--- config.mk ---
export PLATFORM = sky130hd
export DESIGN_NAME = nco_sweep_ctrl
export DESIGN_NICKNAME = d
export VERILOG_FILES = /design/src/rtl/nco_pkg.sv /design/src/rtl/nco_dwell_timer.sv /design/src/rtl/nco_sweep_ctrl.sv
export SDC_FILE = /design/constraint.sdc
export NUM_CORES = 1
export LEC_CHECK = 0
export ABC_AREA = 1
export CORE_AREA = 2 2 234 236
export DETAILED_ROUTE_END_ITERATION = 8
export DIE_AREA = 0 0 236 238
export GPL_TIMING_DRIVEN = 0
export PLACE_DENSITY = 0.54
export SKIP_LAST_GASP = 1
export SLEW_MARGIN = 0
export SYNTH_ARGS = -nofsm -noshare
export SYNTH_HDL_FRONTEND = slang
export SYNTH_SLANG_ARGS = --single-unit
--- constraint.sdc ---
create_clock -name clk -period 5.5 [get_ports clk]
set_input_delay 0.825 -clock clk [delete_from_list [all_inputs] [get_ports clk]]
set_output_delay 0.825 -clock clk [all_outputs]
set_load 0.02 [all_outputs]
--- src/rtl/nco_pkg.sv ---
// Shared constants for the NCO sweep controller: default widths, sweep modes, FSM states.
// Latency: n/a (declarations only).
// Backpressure: n/a.
package nco_pkg;

  localparam int FTW_W_DEF   = 32;
  localparam int DWELL_W_DEF = 16;

  // Sweep mode encodings as seen on cfg_mode
  localparam logic [1:0] MODE_UP   = 2'b00;
  localparam logic [1:0] MODE_DOWN = 2'b01;
  localparam logic [1:0] MODE_TRI  = 2'b10;
  localparam logic [1:0] MODE_SAW  = 2'b11;

  // FSM state encoding
  typedef logic [1:0] state_t;
  localparam state_t ST_IDLE  = 2'd0;
  localparam state_t ST_DWELL = 2'd1;
  localparam state_t ST_STEP  = 2'd2;
  localparam state_t ST_DONE  = 2'd3;

  // Single-shot modes (up/down) end with a done pulse; mode[1] marks the repeating ones.
  function automatic logic is_single(input logic [1:0] mode);
    return !mode[1];
  endfunction

endpackage

--- src/rtl/nco_dwell_timer.sv ---
// Dwell down-counter: load a count, decrement towards zero, flag zero.
// Latency: load/decrement visible the cycle after the request; zero_o is combinational from the count.
// Backpressure: none; the counter saturates at zero and never wraps.
// Ports: clk, reset (sync, active-high), load_i/load_val_i (load, wins over dec),
//        dec_i (decrement when nonzero), zero_o (count == 0).
module nco_dwell_timer
  import nco_pkg::*;
#(
  parameter int DWELL_W = DWELL_W_DEF
) (
  input  logic               clk,
  input  logic               reset,
  input  logic               load_i,
  input  logic [DWELL_W-1:0] load_val_i,
  input  logic               dec_i,
  output logic               zero_o
);

  logic [DWELL_W-1:0] cnt_q, cnt_d;

  always_comb begin
    cnt_d = cnt_q;
    if (load_i) begin
      cnt_d = load_val_i;
    end else if (dec_i && (cnt_q != '0)) begin
      cnt_d = cnt_q - DWELL_W'(1);
    end
  end

  always_ff @(posedge clk) begin
    if (reset) begin
      cnt_q <= '0;
    end else begin
      cnt_q <= cnt_d;
    end
  end

  assign zero_o = (cnt_q == '0);

endmodule

--- src/rtl/nco_sweep_ctrl.sv ---
// Frequency-sweep scheduler driving the phase accumulator tuning word from start to stop FTW.
// Latency: first FTW and phase_clr appear the cycle after descriptor accept; each FTW held max(dwell,1) cycles.
// Backpressure: cfg_ready is high only in IDLE; a descriptor offered while sweeping waits at the source.
// Ports: clk, reset (sync, active-high); cfg_valid/cfg_ready handshake with cfg_start/stop/step/dwell/mode;
//        abort (return to IDLE, hold FTW); ftw_out (registered tuning word), phase_clr (1-cycle pulse),
//        busy (DWELL/STEP), done (1-cycle pulse at end of a single sweep).
module nco_sweep_ctrl
  import nco_pkg::*;
#(
  parameter int FTW_W   = FTW_W_DEF,
  parameter int DWELL_W = DWELL_W_DEF
) (
  input  logic               clk,
  input  logic               reset,
  input  logic               cfg_valid,
  output logic               cfg_ready,
  input  logic [FTW_W-1:0]   cfg_start,
  input  logic [FTW_W-1:0]   cfg_stop,
  input  logic [FTW_W-1:0]   cfg_step,
  input  logic [DWELL_W-1:0] cfg_dwell,
  input  logic [1:0]         cfg_mode,
  input  logic               abort,
  output logic [FTW_W-1:0]   ftw_out,
  output logic               phase_clr,
  output logic               busy,
  output logic               done
);

  state_t             state_q, state_d;
  logic [FTW_W-1:0]   ftw_q, ftw_d;
  logic [FTW_W-1:0]   start_q, start_d;
  logic [FTW_W-1:0]   stop_q, stop_d;
  logic [FTW_W-1:0]   step_q, step_d;
  logic [DWELL_W-1:0] dwell_q, dwell_d;
  logic [1:0]         mode_q, mode_d;
  logic               down_q, down_d;
  logic               pclr_q, pclr_d;

  logic               hold_end;
  logic               reached;
  logic               turn;
  logic               eff_down;
  logic [FTW_W-1:0]   eff_stop;
  logic [FTW_W-1:0]   next_ftw;
  logic [FTW_W:0]     sum;
  logic [FTW_W:0]     diff;
  logic [DWELL_W-1:0] cfg_dwell_eff;

  logic               tmr_load;
  logic [DWELL_W-1:0] tmr_val;
  logic               tmr_dec;
  logic               tmr_zero;

  nco_dwell_timer #(
    .DWELL_W (DWELL_W)
  ) u_dwell_timer (
    .clk        (clk),
    .reset      (reset),
    .load_i     (tmr_load),
    .load_val_i (tmr_val),
    .dec_i      (tmr_dec),
    .zero_o     (tmr_zero)
  );

  assign cfg_dwell_eff = (cfg_dwell == '0) ? DWELL_W'(1) : cfg_dwell;

  // Last cycle of the current FTW's hold. STEP itself is the first held cycle of
  // a new FTW, so with a dwell of 1 the hold ends in STEP and STEP repeats.
  assign hold_end = ((state_q == ST_DWELL) && tmr_zero) ||
                    ((state_q == ST_STEP) && (dwell_q == DWELL_W'(1)));

  // Endpoint test uses the FTW currently on the output; a zero step never moves,
  // so it counts as having arrived after the first dwell.
  assign reached  = (ftw_q == stop_q) || (step_q == '0);

  // A triangle turnaround swaps direction and endpoint in the same cycle as the
  // step, so the endpoint value is held only once per pass.
  assign turn     = reached && (mode_q == MODE_TRI);
  assign eff_down = down_q ^ turn;
  assign eff_stop = turn ? start_q : stop_q;

  // One extra bit catches carry (up) and borrow (down); either clamps to the endpoint.
  assign sum  = {1'b0, ftw_q} + {1'b0, step_q};
  assign diff = {1'b0, ftw_q} - {1'b0, step_q};

  always_comb begin
    next_ftw = eff_stop;
    if (eff_down) begin
      if (!diff[FTW_W] && (diff[FTW_W-1:0] > eff_stop)) begin
        next_ftw = diff[FTW_W-1:0];
      end
    end else begin
      if (!sum[FTW_W] && (sum[FTW_W-1:0] < eff_stop)) begin
        next_ftw = sum[FTW_W-1:0];
      end
    end
  end

  always_comb begin
    state_d  = state_q;
    ftw_d    = ftw_q;
    start_d  = start_q;
    stop_d   = stop_q;
    step_d   = step_q;
    dwell_d  = dwell_q;
    mode_d   = mode_q;
    down_d   = down_q;
    pclr_d   = 1'b0;
    tmr_load = 1'b0;
    tmr_val  = dwell_q - DWELL_W'(2);
    tmr_dec  = (state_q == ST_DWELL);

    case (state_q)
      ST_IDLE: begin
        if (cfg_valid) begin
          start_d  = cfg_start;
          stop_d   = cfg_stop;
          step_d   = cfg_step;
          dwell_d  = cfg_dwell_eff;
          mode_d   = cfg_mode;
          // Repeating modes head from start toward stop, whichever way that is.
          down_d   = (cfg_mode == MODE_DOWN) || (cfg_mode[1] && (cfg_stop < cfg_start));
          ftw_d    = cfg_start;
          pclr_d   = 1'b1;
          tmr_load = 1'b1;
          tmr_val  = cfg_dwell_eff - DWELL_W'(1);
          state_d  = ST_DWELL;
        end
      end

      ST_DWELL, ST_STEP: begin
        if (hold_end) begin
          if (reached && is_single(mode_q)) begin
            state_d = ST_DONE;
          end else begin
            state_d = ST_STEP;
            if (reached && (mode_q == MODE_SAW)) begin
              ftw_d = start_q;
            end else begin
              ftw_d = next_ftw;
            end
            if (turn) begin
              start_d = stop_q;
              stop_d  = start_q;
              down_d  = ~down_q;
            end
          end
        end else if (state_q == ST_STEP) begin
          // STEP already used one held cycle; DWELL covers the remaining dwell-1.
          tmr_load = 1'b1;
          state_d  = ST_DWELL;
        end
      end

      ST_DONE: begin
        state_d = ST_IDLE;
      end

      default: begin
        state_d = ST_IDLE;
      end
    endcase

    if (abort && (state_q != ST_IDLE)) begin
      state_d = ST_IDLE;
      ftw_d   = ftw_q;
      pclr_d  = 1'b0;
    end
  end

  always_ff @(posedge clk) begin
    if (reset) begin
      state_q <= ST_IDLE;
      ftw_q   <= '0;
      start_q <= '0;
      stop_q  <= '0;
      step_q  <= '0;
      dwell_q <= '0;
      mode_q  <= MODE_UP;
      down_q  <= 1'b0;
      pclr_q  <= 1'b0;
    end else begin
      state_q <= state_d;
      ftw_q   <= ftw_d;
      start_q <= start_d;
      stop_q  <= stop_d;
      step_q  <= step_d;
      dwell_q <= dwell_d;
      mode_q  <= mode_d;
      down_q  <= down_d;
      pclr_q  <= pclr_d;
    end
  end

  assign cfg_ready = (state_q == ST_IDLE);
  assign busy      = (state_q == ST_DWELL) || (state_q == ST_STEP);
  assign done      = (state_q == ST_DONE);
  assign phase_clr = pclr_q;
  assign ftw_out   = ftw_q;

endmodule

Yosys cells after proc, flatten, opt, wreduce, memory -nomap -nowiden
Index checks and enable logic that the tools add are counted.
Widths: inputs -> output; s select.
{"block": "classes", "bitwise": 4, "reduce_logical": 33, "order_cmp": 3, "mux": 36, "n_eq_ne": 13, "addsub": 5}
{"operator": "$mux 32", "count": 14}
{"operator": "$pmux 32 s2", "count": 3}
{"operator": "$mux 16", "count": 5}
{"operator": "$lt 32x32->1", "count": 2}
{"operator": "$add 32x32->33", "count": 1}
{"operator": "$sub 32x32->33", "count": 1}
{"operator": "$eq 32x32->1", "count": 1}
{"operator": "$gt 32x32->1", "count": 1}
{"operator": "$logic_not 16->1", "count": 2}
{"operator": "$logic_not 32->1", "count": 1}
{"operator": "$sub 16x1->16 const B", "count": 2}
{"operator": "$eq 16x1->1 const B", "count": 1}
{"operator": "$reduce_bool 16->1", "count": 1}
{"operator": "$sub 16x2->16 const B", "count": 1}
{"operator": "$logic_and 1x1->1", "count": 10}
{"operator": "$reduce_and 5->1", "count": 2}
{"operator": "$eq 2x2->1 const B", "count": 4}
{"operator": "$mux 1", "count": 8}
{"operator": "$ne 2x2->1 const B", "count": 4}
{"operator": "$mux 2", "count": 3}
{"operator": "$pmux 2 s3", "count": 1}
{"operator": "$reduce_bool 2->1", "count": 3}
{"operator": "$eq 2x1->1 const B", "count": 2}
{"operator": "$logic_or 1x1->1", "count": 4}
{"operator": "10 further kinds", "count": 17}
{"block": "totals", "ff_bits": 166, "wordCells": 104, "input_bits": 118, "out_inout_bits": 36}

Longest topological paths before layout
{"block": "depth", "ltp_word": 12, "depth_mapped": 32, "mapped_depth_nobuf": 31}

By module
From an unflattened synthesis, not the netlist that was laid out.
{"block": "hier_totals", "hier_cells": 2615, "area_unflattened_um2": 16264.3}
{"mod": "nco_sweep_ctrl", "seq_area_each_um2": 3002.9, "area_per_inst_um2": 15069.5, "cells_each": 2403, "instances": 1}
{"mod": "nco_dwell_timer", "seq_area_each_um2": 320.3, "area_per_inst_um2": 1194.9, "cells_each": 212, "instances": 1}

Worst setup path after synthesis
No wires, ideal clock.
{"block": "synth_timing", "path_kind": "register to register", "from": "register ftw_q[0] (netlist: ftw_out[0])", "to": "register ftw_q[11] (netlist: ftw_out[11])", "arrival_ps": 3986, "setup_ps": 120, "path_buffers": 1, "path_stages_with_launch": 29, "period_less_slack_ps": 4105, "required_time_ps": 5380, "path_slack_ps": 1395, "path_cell_list": "dfxtp_1 > ha_1 > inv_1 > fa_1 > or2_1 > nand2_1 > o21ai_2 > o21ai_4 > nand2_2 > nand2_2 > a21oi_4 > o21bai_4 > nand3_2 > nand2_2 > a21o_1 > xor2_1 > inv_1 > ha_1 > nand4_1 > or3_1 > nor4_1 > nand2_1 > nand2_2 > buf_6 > nand2_1 > nand3_1 > nand2_1 > nand2_1 > a21oi_1"}
{"block": "synth_between", "elab_chain_len": 12, "word_cells_on_any_way": 24, "classes_between": "add/sub: 2; order compare: 2; eq/ne: 2; mux: 8; bitwise: 1; reduce/logical: 9"}
{"item": "from (decl)", "line": "nco_sweep_ctrl.sv:30", "source": "logic [FTW_W-1:0] ftw_q, ftw_d;"}
{"item": "from (signal assigned)", "line": "nco_sweep_ctrl.sv:184", "source": "ftw_q <= ftw_d;"}
{"item": "parallel branches: the longest is 12 deep, another holds $add 32x32->33"}
Several ways; the timed one is not identified. The select of a mux whose other input is x is not followed.
A chain may end at the register's enable or synchronous reset.

Worst setup path in the final report
{"block": "layout_timing", "from": "register step_q[2]", "to": "register ftw_q[9] (netlist: ftw_out[9])"}
{"block": "layout_between", "elab_chain_len": 12, "word_cells_on_any_way": 24, "classes_between": "add/sub: 2; order compare: 2; eq/ne: 1; mux: 8; bitwise: 1; reduce/logical: 10"}
{"item": "from (decl)", "line": "nco_sweep_ctrl.sv:33", "source": "logic [FTW_W-1:0] step_q, step_d;"}
{"item": "from (signal assigned)", "line": "nco_sweep_ctrl.sv:187", "source": "step_q <= step_d;"}
{"item": "parallel branches: the longest is 12 deep, another holds $add 32x32->33"}
Several ways; the timed one is not identified. The select of a mux whose other input is x is not followed.

==> impl_metrics.tcl <==
set metrics [dict create \
    combPwrFrac 0.687 \
    critPathCaptureType "flop" \
    met2_usage 0.401 \
    finalClockSkew_ps 15.7 \
    drt_iter0_drc 1621 \
    drive_gt1_frac 0.0526 \
    maxSlewHeadroom 0.371 \
    gr-usage-met1 0.323 \
    cp_slowest_stage_delay_ps 380 \
    numCtsBuffers 17 \
    fin_crit_sh 0.963 \
    use_met3 0.0346 \
    drv_slew 0 \
    cts.sinks 166 \
    die-area_um2 56200 \
    setup_tns_ps 0 \
    vdd_drop_max_mv 0.273 \
    drc_errors 0 \
    grt_antenna_before_repair 0 \
    max_cap_viol_count 0 \
    dr.pass1.iters 5 \
    antenna_cells 0 \
    core_area_um2 53500 \
    mappedNetlistArea_um2 15900 \
    synth_edf_count 0 \
    area_delta_synth_final_pct 20.1 \
    root_buffer "clkbuf_16" \
    async_reset_ff_frac 0 \
    cp_common_cell "nand2_1" \
    grt_max_degree 18 \
    postCtsHoldBufs 0 \
    ys_ff_latch 166 \
    routedWlPerCell_um 20.1 \
    ys.flop_type "dfxtp_1" \
    worst_pin_slew_ps 944 \
    utilization 0.358 \
    power_mw 10.2 \
    cts.reportedPaths.clkPinSlew_ps 80 \
    critPathLaunchType "flop" \
    intPower_mw 4.59 \
    ys_top_cells_by_count "nand2_1 (502), inv_1 (360), a21oi_1 (322), o21ai_0 (311), dfxtp_1 (166)" \
    synth.avg_cell_area_um2 6.25 \
    avgViaCountPerCell 5.25 \
    grt_pass1_vias 16800 \
    p_switching_mw 5.60 \
    nNetsFinal 3009 \
    rsz0062_at_grt "true" \
    numPortBuffers 152 \
    seq_power_share 0.181 \
    cp_max_fo 10 \
    start_util 0.298 \
    grt_util_all_layers 0.243 \
    netlist.area_leader.share 0.208 \
    hold_viol_final 0 \
    yosys-top-cells-area "dfxtp_1 (21%), ha_1 (13%), nand2_1 (12%), a21oi_1 (10%), o21ai_0 (9.8%)" \
    setup_viol 0 \
    grt-busiest-layer "met2" \
    status "finished, final reports clean" \
    synth_fp_nets 2835 \
    cellLeakagePower_nw 9.18 \
    clkPwrFrac 0.132 \
    yosysTopAreaCell "dfxtp_1" \
    drtAntennaViolNets 0 \
    die_x_um 236 \
    yosys_warnings 0 \
    h-tree-depth 4 \
    p_per_area_nw_per_um2 532 \
    grt_remaining_overflow 0 \
    grt_pass1_wl_um 103000 \
    period_minus_slack_ps 5300 \
    clk_latency_ps 500 \
    critical_path_class "flop to flop" \
    place_congestion 0.966 \
    critPathSlowestCell "a211oi_2" \
    crit_required_ps 5940 \
    hpwl_um 56600 \
    fill_cells 5895 \
    ys_types 58 \
    switching_share 0.549 \
    routed_wl_um 69100 \
    cp.arrival_ps 5740 \
    io_pins 154 \
    cts_tree "done" \
    seq_area_frac_synth 0.208 \
    max_freq_mhz 189 \
    cts_buffer_depth 2 \
    rows 85 \
    synth_most_common_cell "nand2_1" \
    holdCritPathClass "flop to flop" \
    hold_slack_ps 486 \
    vias 18000 \
    die_y_um 238 \
    netlist_instances 2550 \
]
cell usage in the layout (no fill, tap or decap), types with 5 or more instances in the layout:
master	count
nor3_1	28
buf_6	6
buf_4	5
o21ai_2	16
nand4_1	22
inv_1	360
o21ai_1	34
o21ai_0	281
inv_8	5
dfxtp_1	166
a2111oi_0	5
o211ai_1	12
buf_2	24
xnor2_1	26
o21ai_4	6
ha_1	165
clkdlybuf4s50_1	152
o221ai_1	5
nor4_1	14
a211oi_1	6
clkbuf_16	17
a21oi_2	5
nand2_2	8
nand2_1	501
a31oi_1	44
nand3_1	99
inv_2	13
nor2_1	157
xor2_1	65
a21oi_1	320
a21o_1	9
clkbuf_1	85
metal layers:
| metal | up-vias | routed length, um |
|---|---|---|
| li1 | 8808 | - |
| met1 | 8557 | 31500 |
| met2 | 593 | 31800 |
| met3 | 82 | 3810 |
| met4 | 0 | 2040 |
| met5 | - | 0 |
worst paths after layout:
| kind | endpoint | depth (start not counted) | slack (ps) | start |
|---|---|---|---|---|
| setup / recovery | ftw_out[9] | 29 | 200 | step_q[2] |
| hold / removal | dwell_q[2] | 2 | 490 | dwell_q[2] |
| setup reg to reg | ftw_out[9] | 29 | 200 | step_q[2] |
| hold reg to reg | dwell_q[2] | 2 | 490 | dwell_q[2] |
per-stage QoR:
step	cell area (um^2)	instances	setup WS (ps)
6_report	19100	3433	201
5_1_grt	19100	3433	-49.6
4_1_cts	19000	3430	9.23
3_5_place_dp	18300	3398	-717
3_3_place_gp	18300	3398	-711
2_1_floorplan	15900	2550	1390
sequential cells by signal, summed over array words and instances, names as in the netlist:
name,flops
mode_q,2
state_q,2
step_q,32
dwell_q,16
u_dwell_timer.cnt_q,16
stop_q,32
start_q,32
phase_clr,1
down_q,1
ftw_out,32
cells by family after synthesis:
group,share of synthesized area
buffers and inverters,0.124
adders and majority gates,0.132
DFF,0.208
and+or+nand+nor,0.221
xor gates and xnor gates,0.0506
AOI/OAI and AO/OA,0.264
worst max-delay path: cells and delay by family, from the launching register on:
| kind | cells | cell delay, ps |
|---|---|---|
| AO/OA/AOI/OAI | 9 | 1440 |
| buffers and inverters | 5 | 980 |
| flip-flops | 1 | 320 |
| AND/OR/NAND/NOR | 14 | 2130 |
| adder cells (fa/ha/maj) | 1 | 320 |
final cells by class:
class / instances / area (um^2) / area share
buffer: 126 / 571 / 0.0298
clock buffer: 18 / 429 / 0.0224
multi-input combinational: 1881 / 10800 / 0.564
sequential: 166 / 3320 / 0.174
tap: 696 / 871 / 0.0455
clock inverter: 14 / 178 / 0.00928
timing repair buffer: 155 / 1560 / 0.0813
inverter: 377 / 1420 / 0.0742
what timing repair did:
action	4_1_cts	5_1_grt
cloned	0	0
resized for setup	40	32
buffers inserted	0	3
setup endpoints to repair	32	32
pin swaps	1	3
power groups by stage:
stage | Clock, mW | Sequential [mW] | Combinational, mW
after floorplan | 0 | 1.80 | 4.53
after global placement | 0 | 1.86 | 6.60
after detailed placement | 0 | 1.86 | 6.70
after CTS | 1.36 | 1.84 | 6.78
after global routing | 1.40 | 1.88 | 7.73
final | 1.34 | 1.85 | 6.99
Note: power is estimated with default switching activity, not from simulation.
